## config.mk

```make
export PLATFORM = sky130hd
export DESIGN_NAME = mpu_mem_feeder
export DESIGN_NICKNAME = d
export VERILOG_FILES = /design/src/rtl/global_defs.sv /design/src/rtl/mpu_pkg.sv /design/src/rtl/mpu_feed_index_counter.sv /design/src/rtl/mpu_mem_feeder.sv
export SDC_FILE = /design/constraint.sdc
export NUM_CORES = 1
export LEC_CHECK = 0
export BUFFER_PORTS_ARGS = -buffer_cell sky130_fd_sc_hd__buf_2
export CAP_MARGIN = 5
export CORE_ASPECT_RATIO = 0.5
export CORE_MARGIN = 2
export CORE_UTILIZATION = 30
export CTS_CLUSTER_SIZE = 40
export DETAILED_ROUTE_END_ITERATION = 8
export GPL_TIMING_DRIVEN = 0
export PLACE_DENSITY_LB_ADDON = 0.25
export SYNTH_ARGS = -nofsm -noshare
export SYNTH_HDL_FRONTEND = slang
export SYNTH_HIERARCHICAL = 1
export SYNTH_SLANG_ARGS = --single-unit
```

## constraint.sdc

```tcl
create_clock -name clk -period 2.2 [get_ports clk]
set_clock_uncertainty 0.1 [all_clocks]
set_input_delay 0.11 -clock clk [delete_from_list [all_inputs] [get_ports clk]]
set_output_delay 0.11 -clock clk [all_outputs]
set_load 0.005 [all_outputs]
```

## src/rtl/global_defs.sv

```systemverilog
// Shared matrix geometry for the MPU datapath: element width, maximum
// dimensions and register-file address width.
package global_defs;
    localparam int FP              = 32;
    localparam int M               = 4;
    localparam int N               = 4;
    localparam int MBITS           = $clog2(M);
    localparam int NBITS           = $clog2(N);
    localparam int MATRIX_REG_SIZE = 2;
endpackage

```

## src/rtl/mpu_pkg.sv

```systemverilog
// Types and defaults for the MPU memory feeder sequencer.
package mpu_pkg;
    typedef enum logic [2:0] {
        IDLE,
        STREAM,
        WAIT_ACK,
        DONE,
        ERR
    } mpu_feeder_state_t;

    localparam int ACK_TIMEOUT_DEFAULT = 64;
endpackage

```

## src/rtl/mpu_feed_index_counter.sv

```systemverilog
// Row-major i/j walker over an m x n matrix; k tracks i*n + j as a running
// linear index so no multiplier is needed.
module mpu_feed_index_counter #(
    parameter int MBITS = 2,
    parameter int NBITS = 2,
    parameter int KW    = 4
) (
    input  logic             clk,
    input  logic             rst,
    input  logic             clear,
    input  logic             en,
    input  logic [MBITS:0]   m_size,
    input  logic [NBITS:0]   n_size,
    output logic [KW-1:0]    k,
    output logic             last
);
    logic [MBITS:0] i_q;
    logic [NBITS:0] j_q;
    logic [KW-1:0]  k_q;
    logic [MBITS:0] i_last;
    logic [NBITS:0] j_last;
    logic           j_wrap;

    assign i_last = m_size - (MBITS+1)'(1);
    assign j_last = n_size - (NBITS+1)'(1);
    assign j_wrap = (j_q == j_last);

    // NOTE: sequential state uses non-blocking assignments so every register
    // samples pre-edge values regardless of statement order.
    always_ff @(posedge clk) begin
        if (rst || clear) begin
            i_q <= '0;
            j_q <= '0;
            k_q <= '0;
        end else if (en) begin
            k_q <= k_q + KW'(1);
            if (j_wrap) begin
                j_q <= '0;
                i_q <= i_q + (MBITS+1)'(1);
            end else begin
                j_q <= j_q + (NBITS+1)'(1);
            end
        end
    end

    assign k    = k_q;
    assign last = (i_q == i_last) && j_wrap;
endmodule

```

## src/rtl/mpu_mem_feeder.sv

```systemverilog
// Streams one latched matrix row-major into mpu_load and waits for its ack.
// Optional WAIT_ACK timeout enabled by defining MPU_FEEDER_TIMEOUT_EN.
module mpu_mem_feeder
    import mpu_pkg::*;
#(
    parameter int FP              = global_defs::FP,
    parameter int M               = global_defs::M,
    parameter int N               = global_defs::N,
    parameter int MBITS           = $clog2(M),
    parameter int NBITS           = $clog2(N),
    parameter int MATRIX_REG_SIZE = global_defs::MATRIX_REG_SIZE,
    parameter int ACK_TIMEOUT     = ACK_TIMEOUT_DEFAULT
) (
    input  logic                       clk,
    input  logic                       rst,
    input  logic                       req_valid_in,
    output logic                       req_ready_out,
    input  logic [FP*M*N-1:0]          req_matrix_in,
    input  logic [MBITS:0]             req_m_size_in,
    input  logic [NBITS:0]             req_n_size_in,
    input  logic [MATRIX_REG_SIZE-1:0] req_addr_in,
    output logic                       load_en_out,
    output logic [FP-1:0]              mem_element_out,
    output logic [MBITS:0]             mem_m_size_out,
    output logic [NBITS:0]             mem_n_size_out,
    output logic [MATRIX_REG_SIZE-1:0] mem_load_addr_out,
    input  logic                       mem_load_ack_in,
    input  logic                       mem_load_error_in,
    output logic                       done_out,
    output logic                       error_out
);
    localparam int KW = (M * N > 1) ? $clog2(M * N) : 1;

    mpu_feeder_state_t state_q, state_d;

    logic [FP*M*N-1:0]          buf_q;
    logic [MBITS:0]             m_q;
    logic [NBITS:0]             n_q;
    logic [MATRIX_REG_SIZE-1:0] addr_q;

    logic          accept;
    logic          size_ok;
    logic          streaming;
    logic          holding;
    logic          last;
    logic          timeout;
    logic [KW-1:0] k;

    assign accept  = (state_q == IDLE) && req_valid_in;
    assign size_ok = (req_m_size_in != '0) && (req_m_size_in <= (MBITS+1)'(M)) &&
                     (req_n_size_in != '0) && (req_n_size_in <= (NBITS+1)'(N));

    // NOTE: the matrix buffer is reset explicitly because a cleared buffer is
    // part of the defined reset state, not just the control registers.
    always_ff @(posedge clk) begin
        if (rst) begin
            state_q <= IDLE;
            buf_q   <= '0;
            m_q     <= '0;
            n_q     <= '0;
            addr_q  <= '0;
        end else begin
            state_q <= state_d;
            if (accept) begin
                buf_q  <= req_matrix_in;
                m_q    <= req_m_size_in;
                n_q    <= req_n_size_in;
                addr_q <= req_addr_in;
            end
        end
    end

    mpu_feed_index_counter #(
        .MBITS (MBITS),
        .NBITS (NBITS),
        .KW    (KW)
    ) u_index (
        .clk    (clk),
        .rst    (rst),
        .clear  (state_q == IDLE),
        .en     (streaming),
        .m_size (m_q),
        .n_size (n_q),
        .k      (k),
        .last   (last)
    );

`ifdef MPU_FEEDER_TIMEOUT_EN
    localparam int TW = $clog2(ACK_TIMEOUT + 1);
    logic [TW-1:0] wait_cnt_q;

    // Held at zero outside WAIT_ACK, so every entry starts a fresh count.
    always_ff @(posedge clk) begin
        if (rst || state_q != WAIT_ACK) begin
            wait_cnt_q <= '0;
        end else if (wait_cnt_q != TW'(ACK_TIMEOUT)) begin
            wait_cnt_q <= wait_cnt_q + TW'(1);
        end
    end

    assign timeout = (wait_cnt_q == TW'(ACK_TIMEOUT));
`else
    logic unused_ack_timeout;
    assign unused_ack_timeout = ^ACK_TIMEOUT;
    assign timeout            = 1'b0;
`endif

    // NOTE: state_d takes a default before the case so no path infers a latch.
    always_comb begin
        state_d = state_q;
        case (state_q)
            IDLE:     if (req_valid_in) state_d = size_ok ? STREAM : ERR;
            STREAM: begin
                if (mem_load_error_in) state_d = ERR;
                else if (last)         state_d = WAIT_ACK;
            end
            WAIT_ACK: begin
                if (mem_load_error_in)    state_d = ERR;
                else if (mem_load_ack_in) state_d = DONE;
                else if (timeout)         state_d = ERR;
            end
            DONE:     state_d = IDLE;
            ERR:      state_d = IDLE;
            default:  state_d = IDLE;
        endcase
    end

    assign streaming = (state_q == STREAM);
    assign holding   = streaming || (state_q == WAIT_ACK);

    assign req_ready_out     = (state_q == IDLE);
    assign load_en_out       = streaming;
    assign mem_element_out   = streaming ? buf_q[k*FP +: FP] : '0;
    assign mem_m_size_out    = holding ? m_q : '0;
    assign mem_n_size_out    = holding ? n_q : '0;
    assign mem_load_addr_out = holding ? addr_q : '0;
    assign done_out          = (state_q == DONE);
    assign error_out         = (state_q == ERR);
endmodule

```

==> results, run 1 <==
- The flow ran to the end, but the final reports show violations.
- The checks that failed: negative setup slack.
- The mean routed wirelength per cell is 21.68 um.
- The instance count after placement with tap cells included is 4141.
- The per-cell via count in the routed design is 5.069.
- The count of state elements after synthesis is 533.
- The clock tree from TritonCTS is done.
- Yosys printed 6 warnings.
- The final critical delay including setup and external delays is 2866 ps.
- The distinct cell type count after synthesis is 47.
- The required time at the endpoint of the critical path is 1990 ps.
- The length in cells of the worst reg-to-reg path is 6.
- The core region area is 73400 um^2.
- The worst hold slack after final layout is 200.6 ps.
- Once layout is complete, the cells apart from fillers number 4788.
- The number of detailed-routing iterations run before antenna repair is 6.
- The total vias in the final route is 24.27k.
- The remaining antenna violation count is 0.
- The total overflow left after global routing is 0.
- STA classifies the critical path endpoint as an output port.
- The dominant synthesized flop cell is dfxtp_1.
- The count of nets after finishing is 4298.
- The clock reaches the later pin of the worst-skew pair after 600 ps.
- The setup check on the worst reg-to-reg path leaves a slack of 50 ps.
- The cell area after technology mapping is 22370 um^2.
- The worst register-to-register path begins at state_q[2].
- The share of synthesized area in the top cell type comes to 0.4771.
- The count of fill cells added during filler insertion is 7003.
- The clock buffer count from CTS is 51.
- STA classifies the critical path startpoint as a flip-flop.
- The count of flip-flops with a built-in enable after synthesis is 0.
- Across the VDD grid, the largest voltage drop is 537.2 uV.
- The die covers 76880 um^2.
- The start point of the worst hold path is mem_load_error_in.
- The number of slew-limit violations in the final report was 0.
- During placement, the flow inserted port buffers numbering 568.
- Summing all flip-flop and latch instances after layout gives 10680 um^2.
- The worst hold path passes through 3 cells.
- The number of instances in the synthesized netlist is 2601.
- The post-layout worst setup margin is -666.4 ps.
- Setup repair after global routing could not meet its margin everywhere.
- Yosys attributes the largest share of cell area to dfxtp_1 48%, nand2_1 18%, mux4_2 13%.
- Pin placement for this block handled 569 I/O pins.
- The leading cell type by number of instances after synthesis is nand2_1.
- In the global route stage, overall resource usage came out at 0.2597.
- Wire segments on met3 add up to 5148 um in the final route.
- The leakage dissipation is 14.14 nW.
- The clock passes through at most 3 buffers.
- After clock tree synthesis, the clock-pin slew on the worst setup and hold paths is 70 ps.
- The number of failing hold endpoints at the final stage is 0.
- The power density of the placed cells is 706.2 nW/um^2.
- Overall power consumption after layout is estimated at 24.27 mW.
- In this run the mean area of a mapped cell was 8.599 um^2.
- The pin slew with the least headroom to its limit is 957.8 ps.
- In the final routing, the length of wire on met1 measures 38520 um.
- Ranked by instance count, the synthesized netlist is headed by 1047 x nand2_1, 533 x dfxtp_1, 522 x a21oi_1.
- The classification of the worst-slack hold path is in2reg.
- The first global-routing pass estimated 148100 um of wire.
- The x dimension of the die is 390.1 um.
- The signal arrival time at the worst endpoint is 2660 ps.
- In the routed design, unresolved DRC markers number 0.
- The floorplan has 70 rows.
- The starting DRC count in detailed routing is 1541.
- After detailed routing, the met2 layer carries 50740 um of wire.
- For this run, the register share of the synthesized area comes to 0.4771.
- The highest net fanout along the worst path is 6.
- The initial antenna violation count is 8.
- From bottom edge to top edge, the die measures 197.1 um.
- In the synthesized netlist the async set-or-reset flop fraction comes to 0.
- The start-to-end type of the worst setup path is reg2out.
- The synthesized design spends more area on one cell type than any other, namely dfxtp_1.
- The routability congestion estimate is 0.9356.
- The clock net in this run drives a total of 533 sinks.
- Relative to the synthesized area, the layout overhead comes to 53.63%.
- In the final layout, the share of cells above drive strength 1 is 0.2641.
- Entering global routing, the biggest net connects 16 pins.
- Counting every net in the synthesized netlist gives 3131.
- The wire length reported by the detailed router is 103800 um.
- The maximum clock rate is 348.9 MHz.
- The path with the worst hold slack has its endpoint at state_q[1].
- The post-route clock period utilization is 1.303.
- Measured against its own limit, the worst slew margin works out to 0.3615.
- The number of violations of the max-capacitance limit is 0.
- The multi-input gate area in the final layout is 10920 um^2.
- The destination of the worst register-to-register timing path is buf_q[316].
- The number of global-route vias before repair is 24.91k.
- The highest signal layer in the routed design is met4.
- The initial utilization of the core area, before any placement, comes to 0.3047.
- The HPWL reported at the end of detailed placement is 74650 um.
- The count of final setup violators is 32.
- The clock root buffer is clkbuf_16.
- CTS built an H-tree with a depth of 2.
-- stage by stage --
stage               cell area (um^2)  utilization  TNS (ps)  setup slack (ps)
floorplan                      22370            -         0             184.6
global placement               26420       0.3600   -131350             -1087
detailed placement             26420       0.3600   -151970             -1141
CTS                            34040       0.4638    -19750            -661.6
global route                   34350       0.4681    -21150            -720.3
finish                         34360       0.4682    -18770            -666.4
-- power by group --
group / internal (mW) / switching [mW]
Sequential: 10.4 / 0.427
Clock: 5.06 / 4.01
Combinational: 2.00 / 2.38
Total: 17.5 / 6.81
-- state kept, by name, summed over array words and instances, names as in the netlist --
signal,flops
u_index/i_q,3
state_q,3
addr_q,2
m_q,3
buf_q,512
n_q,3
u_index/k,4
u_index/j_q,3
-- cell usage in the layout (no fill, tap or decap), types with 5 or more instances in the layout --
master         instances
clkbuf_16             52
ha_1                   5
clkbuf_4              17
a21oi_1              521
buf_6                 12
buf_16                 5
buf_4                 35
a221o_1               31
buf_8                  5
mux4_2               128
and2_1                11
dlygate4sd3_1        524
inv_1                  7
xor2_1                 6
buf_2                605
nand2_1             1046
diode_2               10
clkbuf_8              10
clkbuf_2              49
a22o_4                27
clkinv_2              14
clkbuf_1              73
dfxtp_1              529
nor2_1                 9
buf_12                15
-- worst max path at each step --
| stage | depth (start not counted) | end | start | slack, ps |
|---|---|---|---|---|
| after floorplan | 5 | mem_element_out[11] | u_index/k[1] | 180 |
| after global placement | 7 | mem_element_out[30] | u_index/k[1] | -1090 |
| after detailed placement | 7 | mem_element_out[30] | u_index/k[1] | -1140 |
| after CTS | 6 | mem_element_out[26] | u_index/k[0] | -660 |
| after global routing | 6 | mem_element_out[13] | u_index/k[0] | -720 |
| final | 6 | mem_element_out[5] | u_index/k[0] | -670 |
-- critical path, stage by stage, from the launching register on --
cell and delay, ps:
dfxtp_4 400, buf_16 170, buf_12 160, mux4_2 610
a22o_4 290, a221o_1 300, buf_2 140
-- layer usage --
metal,GRT usage,up-vias
li1,-,11180
met1,0.2869,11630
met2,0.4487,987
met3,0.03675,482
met4,0.2142,0
met5,0,-
-- what timing repair did --
action                                  in CTS  in global routing
endpoints found under the setup margin     536                404
gates resized for setup                    138                118
hold buffers                               524                  0
hold endpoints to repair                   533                  0
cloned                                       4                  1
pin swaps                                    7                  7
setup buffers                                7                 11
-- kinds of logic after synthesis --
| family | count (synthesis) | share of synthesized area |
|---|---|---|
| simple gates | 1095 | 0.1890 |
| flops | 533 | 0.4771 |
| mux | 130 | 0.1298 |
| buf+inv | 226 | 0.04778 |
| fa+ha+maj | 5 | 0.002797 |
| xor+xnor | 13 | 0.006377 |
| compound gates | 599 | 0.1472 |
-- area by class of cell --
class | count | share of cell area
Antenna cell | 10 | 0.0007283
Sequential cell | 533 | 0.3108
Clock buffer | 69 | 0.04202
Tap cell | 972 | 0.03539
Clock inverter | 22 | 0.006445
Inverter | 7 | 0.0007647
Multi-Input combinational cell | 1842 | 0.3179
Timing Repair Buffer | 1114 | 0.2444
Buffer | 219 | 0.04151
Note: power is estimated with default switching activity, not from simulation.
==> inputs of run 2 (changes only) <==
Settings changed: TNS_END_PERCENT set to 20.
==> run 2 against run 1 <==
  * The flow still finishes with violations (negative setup slack)
  * Worst setup slack better by 19 ps
  * Global-route usage about the same
  * Cell count about the same
  * Register-to-register slack worse by 70 ps
  * Critical path type unchanged
  * Sequential cell count unchanged
  * Sequential power is essentially flat
  * Non-clock buffer count did not move
  * Largest power group unchanged
==> results, run 2 (synthesis gave the netlist of run 1 again) <==
- The number of violations of the max-capacitance limit is 0 (unchanged).
- The worst relative slew slack is 0.3394 (was 0.3615).
- The clock root buffer is clkbuf_16 (unchanged).
- The clock buffer count from CTS is 51 (unchanged).
- The area of placed instances is 26420 um^2 (unchanged).
- The boundary pin count is 569 (unchanged).
- The most common cell after layout, fill and taps aside is nand2_1 (unchanged).
- The sum of overflow across all layers after global routing was 0 (unchanged).
- The layer carrying the most global-route usage is met2 (unchanged).
- The maximum clock rate came to 351.2 MHz (was 348.9 MHz).
- The post-route clock period utilization was 1.294 (was 1.303).
- The internal power component is 17.46 mW (was 17.45 mW).
- Status: finished, violations left (unchanged).
- Setup repair after global routing missed its margin: yes (unchanged).
- The leakage dissipation is 14.11 nW (was 14.14 nW).
- The number of buffers added on ports was 568 (unchanged).
- The cell area after layout is 34350 um^2 (was 34360 um^2).
- The share of total power in the clock network was 0.374 (about the same).
- The count of final setup violators is 33 (was 32).
- The HPWL reported at the end of detailed placement is 74650 um (unchanged).
- The post-layout worst setup margin came to -647.6 ps (was -666.4 ps).
- The net switching fraction of the power was 0.2807 (was 0.2808).
- The total track usage is 0.2596 (was 0.2597).
- The fraction of met1 tracks used by global routing is 0.2863 (was 0.2869).
- The fraction of layout cells with a size suffix above 1 is 0.2612 (was 0.2641).
- The final critical delay including setup and external delays is 2848 ps (was 2866 ps).
- The per-cell via count in the routed design is 5.056 (was 5.069).
- The power density of the placed cells is 706.5 nW/um^2 (was 706.2 nW/um^2).
- The die area is 76880 um^2 (unchanged).
- The post-placement setup slack is -1141 ps (unchanged).
- The instance count after placement with tap cells included is 4141 (unchanged).
- The mean routed wirelength per cell is 21.69 um (was 21.68 um).
- The number of cell rows is 70 (unchanged).
- The CTS clock-pin slew for the worst setup and hold paths is 70 ps (about the same).
- The number of global-route vias before repair is 24.91k (about the same).
- The global-route track usage on met2 is 0.4493 (was 0.4487).
- The number of H-tree levels was 2 (unchanged).
- The latest clock arrival within the worst-skew pair is 590 ps (was 600 ps).
- The critical path startpoint category is a flip-flop (unchanged).
- The peak supply drop was 531.2 uV (was 537.2 uV).
- The area growth from synthesis to layout is 53.61% (was 53.63%).
- The endpoint type of the worst setup path is an output port (unchanged).
- The count of placed standard cells in the final layout, fillers left out is 4790 (was 4788).
- The x dimension of the die is 390.1 um (unchanged).
- The start-to-end type of the worst setup path is reg2out (unchanged).
- The effective utilization at floorplan was 0.3047 (unchanged).
- The number of failing hold endpoints at the final stage came to 0 (unchanged).
- The global-route wire length before repair is 148000 um (was 148100 um).
- The wire length reported by the detailed router is 103900 um (was 103800 um).
- The core region area was 73400 um^2 (unchanged).
- The chip height is 197.1 um (unchanged).
- Violated checks: negative setup slack (unchanged).
- The flip-flop count of the largest register after layout came to 512 (unchanged).
- The routability congestion estimate came to 0.9356 (unchanged).
- The total vias in the final route is 24.22k (was 24.27k).
- The sink count of the clock tree came to 533 (unchanged).
- The required time at the endpoint of the critical path is 1990 ps (about the same).
- The worst hold slack after final layout is 204.0 ps (was 200.6 ps).
- The power share of the combinational group is 0.180 (about the same).
- The count of nets after finishing came to 4298 (unchanged).
- The remaining antenna violation count was 0 (unchanged).
- The met3 track demand over resource is 0.03784 (was 0.03675).
- The worst-case clock buffer depth was 3 (unchanged).
- The count of fill cells added during filler insertion is 7002 (was 7003).
- The register name with the most flops was buf_q (unchanged).
- The net switching power is 6.812 mW (was 6.813 mW).
- The highest net fanout along the worst path is 5 (was 6).
- The post-detailed-route DRC marker count is 0 (unchanged).
- The classification of the worst-slack hold path is in2reg (unchanged).
- Top library cells by usage in the layout, fill and taps aside: 1046 x nand2_1, 602 x buf_2, 529 x dfxtp_1 (was 1046 x nand2_1, 605 x buf_2, 529 x dfxtp_1).
- The signal arrival time at the worst endpoint is 2640 ps (was 2660 ps).
- The clock tree from TritonCTS is done (unchanged).
- The number of slew-limit violations in the final report is 0 (unchanged).
- The starting DRC count in detailed routing came to 1514 (was 1541).
- The pin slew with the least headroom to its limit is 990.9 ps (was 957.8 ps).
- The initial antenna violation count was 9 (was 8).
- The portion of total power attributed to sequential cells is 0.446 (about the same).
- The total power draw was 24.27 mW (about the same).
- The number of detailed-routing iterations run before antenna repair is 6 (unchanged).
- The maximum number of pins on one net before global-route repair is 16 (unchanged).
==> run 2: cell count changes in the layout (fill, tap and decap cells not counted), moves of 2 or more <==
cell and change:
clkbuf_2 -12, clkbuf_1 +9, buf_2 -3, clkbuf_4 +3
buf_4 +2, diode_2 +2
==> run 2: area by class of cell <==
type                            count  area, um^2  share of cell area
Sequential cell                   533       10680              0.3109
Clock inverter                     22       221.5            0.006446
Buffer                            219        1433             0.04170
Timing Repair Buffer             1114        8369              0.2436
Multi-Input combinational cell   1842       10930              0.3183
Clock buffer                       69        1444             0.04203
Tap cell                          972        1216             0.03540
Inverter                            7       26.28           0.0007648
Antenna cell                       12       30.03           0.0008741
==> run 2: metrics by stage <==
| stage | util | setup TNS (ps) |
|---|---|---|
| after detailed placement | 0.3600 | -151970 |
| after CTS | 0.4635 | -20130 |
| final | 0.4681 | -18740 |
| after global placement | 0.3600 | -131350 |
| after global routing | 0.4680 | -25610 |
| after floorplan | - | 0 |
==> run 2: what timing repair did <==
action | in CTS | in global routing
cloned | 4 | 0
setup buffers | 6 | 13
hold endpoints to repair | 533 | 0
gates resized for setup | 134 | 112
pin swaps | 8 | 8
hold buffers | 524 | 0
setup endpoints to repair | 536 | 443
==> run 2: worst paths after layout <==
check / slack, ps / endpoint / start / cells after the start
hold reg to reg: 350 / buf_q[366] / buf_q[366] / 2
setup reg to reg: -20 / state_q[1] / n_q[0] / 9
hold / removal: 200 / state_q[1] / mem_load_error_in / 3
setup / recovery: -650 / mem_element_out[14] / u_index/k[0] / 6
==> run 2: power groups by stage <==
| stage | Sequential, mW | Clock, mW | Combinational, mW |
|---|---|---|---|
| 6_report | 10.8 | 9.07 | 4.38 |
| 2_1_floorplan | 10.9 | 0 | 1.98 |
| 4_1_cts | 10.8 | 9.15 | 4.25 |
| 5_1_grt | 10.9 | 9.57 | 4.73 |
| 3_3_place_gp | 11.0 | 0 | 3.40 |
| 3_5_place_dp | 11.0 | 0 | 3.45 |
==> run 2: routing by layer <==
layer  wire length [um]  vias to the layer above  share of wire
li1                   -                    11170              -
met4               9357                        0          0.090
met1              38940                    11610           0.37
met3               4763                      473          0.046
met2              50840                      970           0.49
met5                  0                        -              0
==> run 2: critical path, stage by stage (launching register included) <==
cell     delay, ps
dfxtp_4        400
buf_12         150
buf_12         130
mux4_2         590
a22o_4         290
a221o_1        340
buf_2          160
==> inputs of run 3 (changes only) <==
Settings changed: CORE_UTILIZATION 30 to 31.
==> run 3 against run 2 <==
  * The flow still finishes with violations (negative setup slack)
  * Die area is 3.2% lower
  * Power is 1.1% higher
  * Global-route usage is 0.54 points higher
  * Hold slack worse by 1.6 ps
  * Sequential power hardly changed
  * Cell count is 0.23% lower
  * Sequential share of layout area is 0.070 points lower
  * Clock power is 2.8% higher
  * Highest routed layer unchanged
==> results, run 3 (synthesis gave the netlist of run 1 again) <==
- The number of violations of the max-capacitance limit came to 0 (unchanged).
- Chain of cells forming the critical path: buf_12, buf_12, mux4_2, a22o_4, a221o_1, buf_2 (unchanged).
- The worst relative slew slack was 0.1849 (was 0.3394).
- The boundary pin count is 569 (unchanged).
- The highest net fanout along the worst path is 6 (was 5).
- The peak supply drop was 577.9 uV (was 531.2 uV).
- The post-route clock period utilization was 1.302 (was 1.294).
- The number of detailed-routing iterations run before antenna repair was 5 (was 6).
- The critical path startpoint category is a flip-flop (unchanged).
- The wire length reported by the detailed router is 102900 um (was 103900 um).
- The per-cell via count in the routed design is 5.105 (was 5.056).
- The count of placed standard cells in the final layout, fillers left out is 4779 (was 4790).
- The count of nets after finishing was 4301 (was 4298).
- The setup total negative slack is -19740 ps (was -18740 ps).
- The CTS clock-pin slew for the worst setup and hold paths is 70 ps (about the same).
- The most common cell after layout, fill and taps aside is nand2_1 (unchanged).
- The clock root buffer is clkbuf_16 (unchanged).
- The maximum number of pins on one net before global-route repair came to 15 (was 16).
- The post-layout worst setup margin is -664.3 ps (was -647.6 ps).
- The routability congestion estimate is 0.9146 (was 0.9356).
- The most repeated library cell on the critical path is buf_12 (unchanged).
- The clock buffer count from CTS is 51 (unchanged).
- The number of failing hold endpoints at the final stage is 0 (unchanged).
- The total vias in the final route is 24.40k (was 24.22k).
- The power density of the placed cells is 711.7 nW/um^2 (was 706.5 nW/um^2).
- The worst hold slack after final layout is 202.4 ps (was 204.0 ps).
- The final critical delay including setup and external delays is 2864 ps (was 2848 ps).
- The final standard cell utilization of the core is 0.4839 (was 0.4681).
- The sum of overflow across all layers after global routing is 0 (unchanged).
- The post-detailed-route DRC marker count is 0 (unchanged).
- The starting DRC count in detailed routing was 1519 (was 1514).
- The maximum clock rate was 349.1 MHz (was 351.2 MHz).
- The global-route wire length before repair came to 147100 um (was 148000 um).
- The x dimension of the die is 383.9 um (was 390.1 um).
- The mean routed wirelength per cell is 21.54 um (was 21.69 um).
- The start-to-end type of the worst setup path is reg2out (unchanged).
- The number of buffers added on ports is 568 (unchanged).
- The signal arrival time at the worst endpoint is 2650 ps (was 2640 ps).
- The worst-case clock buffer depth was 3 (unchanged).
- The core region area is 71220 um^2 (was 73400 um^2).
- The instance count after placement with tap cells included is 4127 (was 4141).
- The pin slew with the least headroom to its limit is 1223 ps (was 990.9 ps).
- The flip-flop count of the largest register after layout is 512 (unchanged).
- The effective utilization at floorplan was 0.3140 (was 0.3047).
- The endpoint type of the worst setup path is an output port (unchanged).
- The number of H-tree levels is 2 (unchanged).
- The fraction of layout cells with a size suffix above 1 is 0.2572 (was 0.2612).
- The slowest stage cell on the critical path is mux4_2 (unchanged).
- Status: finished, violations left (unchanged).
- The register name with the most flops is buf_q (unchanged).
- The number of slew-limit violations in the final report is 0 (unchanged).
- The latest clock arrival within the worst-skew pair is 590 ps (about the same).
- The die area was 74440 um^2 (was 76880 um^2).
- Setup repair after global routing missed its margin: yes (unchanged).
- Violated checks: negative setup slack (unchanged).
- Top library cells by usage in the layout, fill and taps aside: 1044 x nand2_1, 601 x buf_2, 526 x dfxtp_1 (was 1046 x nand2_1, 602 x buf_2, 529 x dfxtp_1).
- The classification of the worst-slack hold path is in2reg (unchanged).
- The HPWL reported at the end of detailed placement is 73540 um (was 74650 um).
- The post-placement setup slack is -1300 ps (was -1141 ps).
- The total track usage is 0.2650 (was 0.2596).
- The total power draw is 24.53 mW (was 24.27 mW).
- The chip height is 193.9 um (was 197.1 um).
- The number of cell rows is 69 (was 70).
- The sink count of the clock tree is 533 (unchanged).
- The leakage dissipation is 14.13 nW (was 14.11 nW).
- The area growth from synthesis to layout came to 54.11% (was 53.61%).
- The maximum cell stage delay along the critical path was 610 ps (was 590 ps).
- The number of global-route vias before repair came to 24.89k (was 24.91k).
- The count of final setup violators came to 32 (was 33).
- The cell area after layout is 34470 um^2 (was 34350 um^2).
- The initial antenna violation count came to 7 (was 9).
- The area of placed instances is 26410 um^2 (was 26420 um^2).
- The clock tree from TritonCTS is done (unchanged).
- The required time at the endpoint of the critical path is 1990 ps (about the same).
- The remaining antenna violation count was 0 (unchanged).
-- run 3: cell count changes in the layout (fill, tap and decap cells not counted), moves of 3 or more --
cell	delta
dfxtp_1	-3
buf_16	-3
clkbuf_8	+4
clkbuf_2	-18
dfxtp_4	+3
clkinv_2	-5
clkbuf_16	+8
clkbuf_1	+23
-- run 3: worst max-delay path: cells and delay by family (launching register included) --
family	cells	cell delay (ps)
mux	1	610
buf+inv	3	460
compound gates	2	590
flops	1	400
-- run 3: final timing paths --
kind | slack (ps) | startpoint | cells after the start | end
setup reg to reg | 30 | state_q[1] | 10 | u_index/j_q[2]
setup / recovery | -660 | u_index/k[0] | 6 | mem_element_out[13]
hold reg to reg | 350 | buf_q[237] | 2 | buf_q[237]
hold / removal | 200 | req_matrix_in[458] | 4 | buf_q[458]
-- run 3: layout make-up --
class                   instances  area (um^2)
inverters                       7        26.28
multi-input cells            1842        10940
diodes                         10        25.02
clock buffers                  79         1564
plain buffers                 217         1404
repair buffers               1119         8444
flip-flops and latches        533        10690
clock inverters                14        172.7
fillers                      6688        36760
well taps                     958         1199
-- run 3: power breakdown --
part           total, mW  switching, mW  internal [mW]
logic               4.37           2.37           2.00
clock network       9.32           3.98           5.34
registers           10.8          0.436           10.4
-- run 3: repair_timing --
item,in CTS,in global routing
cloned,1,6
hold buffers,524,0
endpoints found under the setup margin,538,287
buffers inserted,8,13
resized for setup,133,85
hold endpoints to repair,533,0
pin swaps,3,10
-- run 3: per-layer routing --
metal	wire length, um	vias up	global-route usage	part of all wire
li1	-	11180	-	-
met1	38310	11760	0.2895	0.37
met2	50930	992	0.4631	0.49
met3	4936	474	0.04044	0.048
met4	8773	0	0.2035	0.085
met5	0	-	0	0
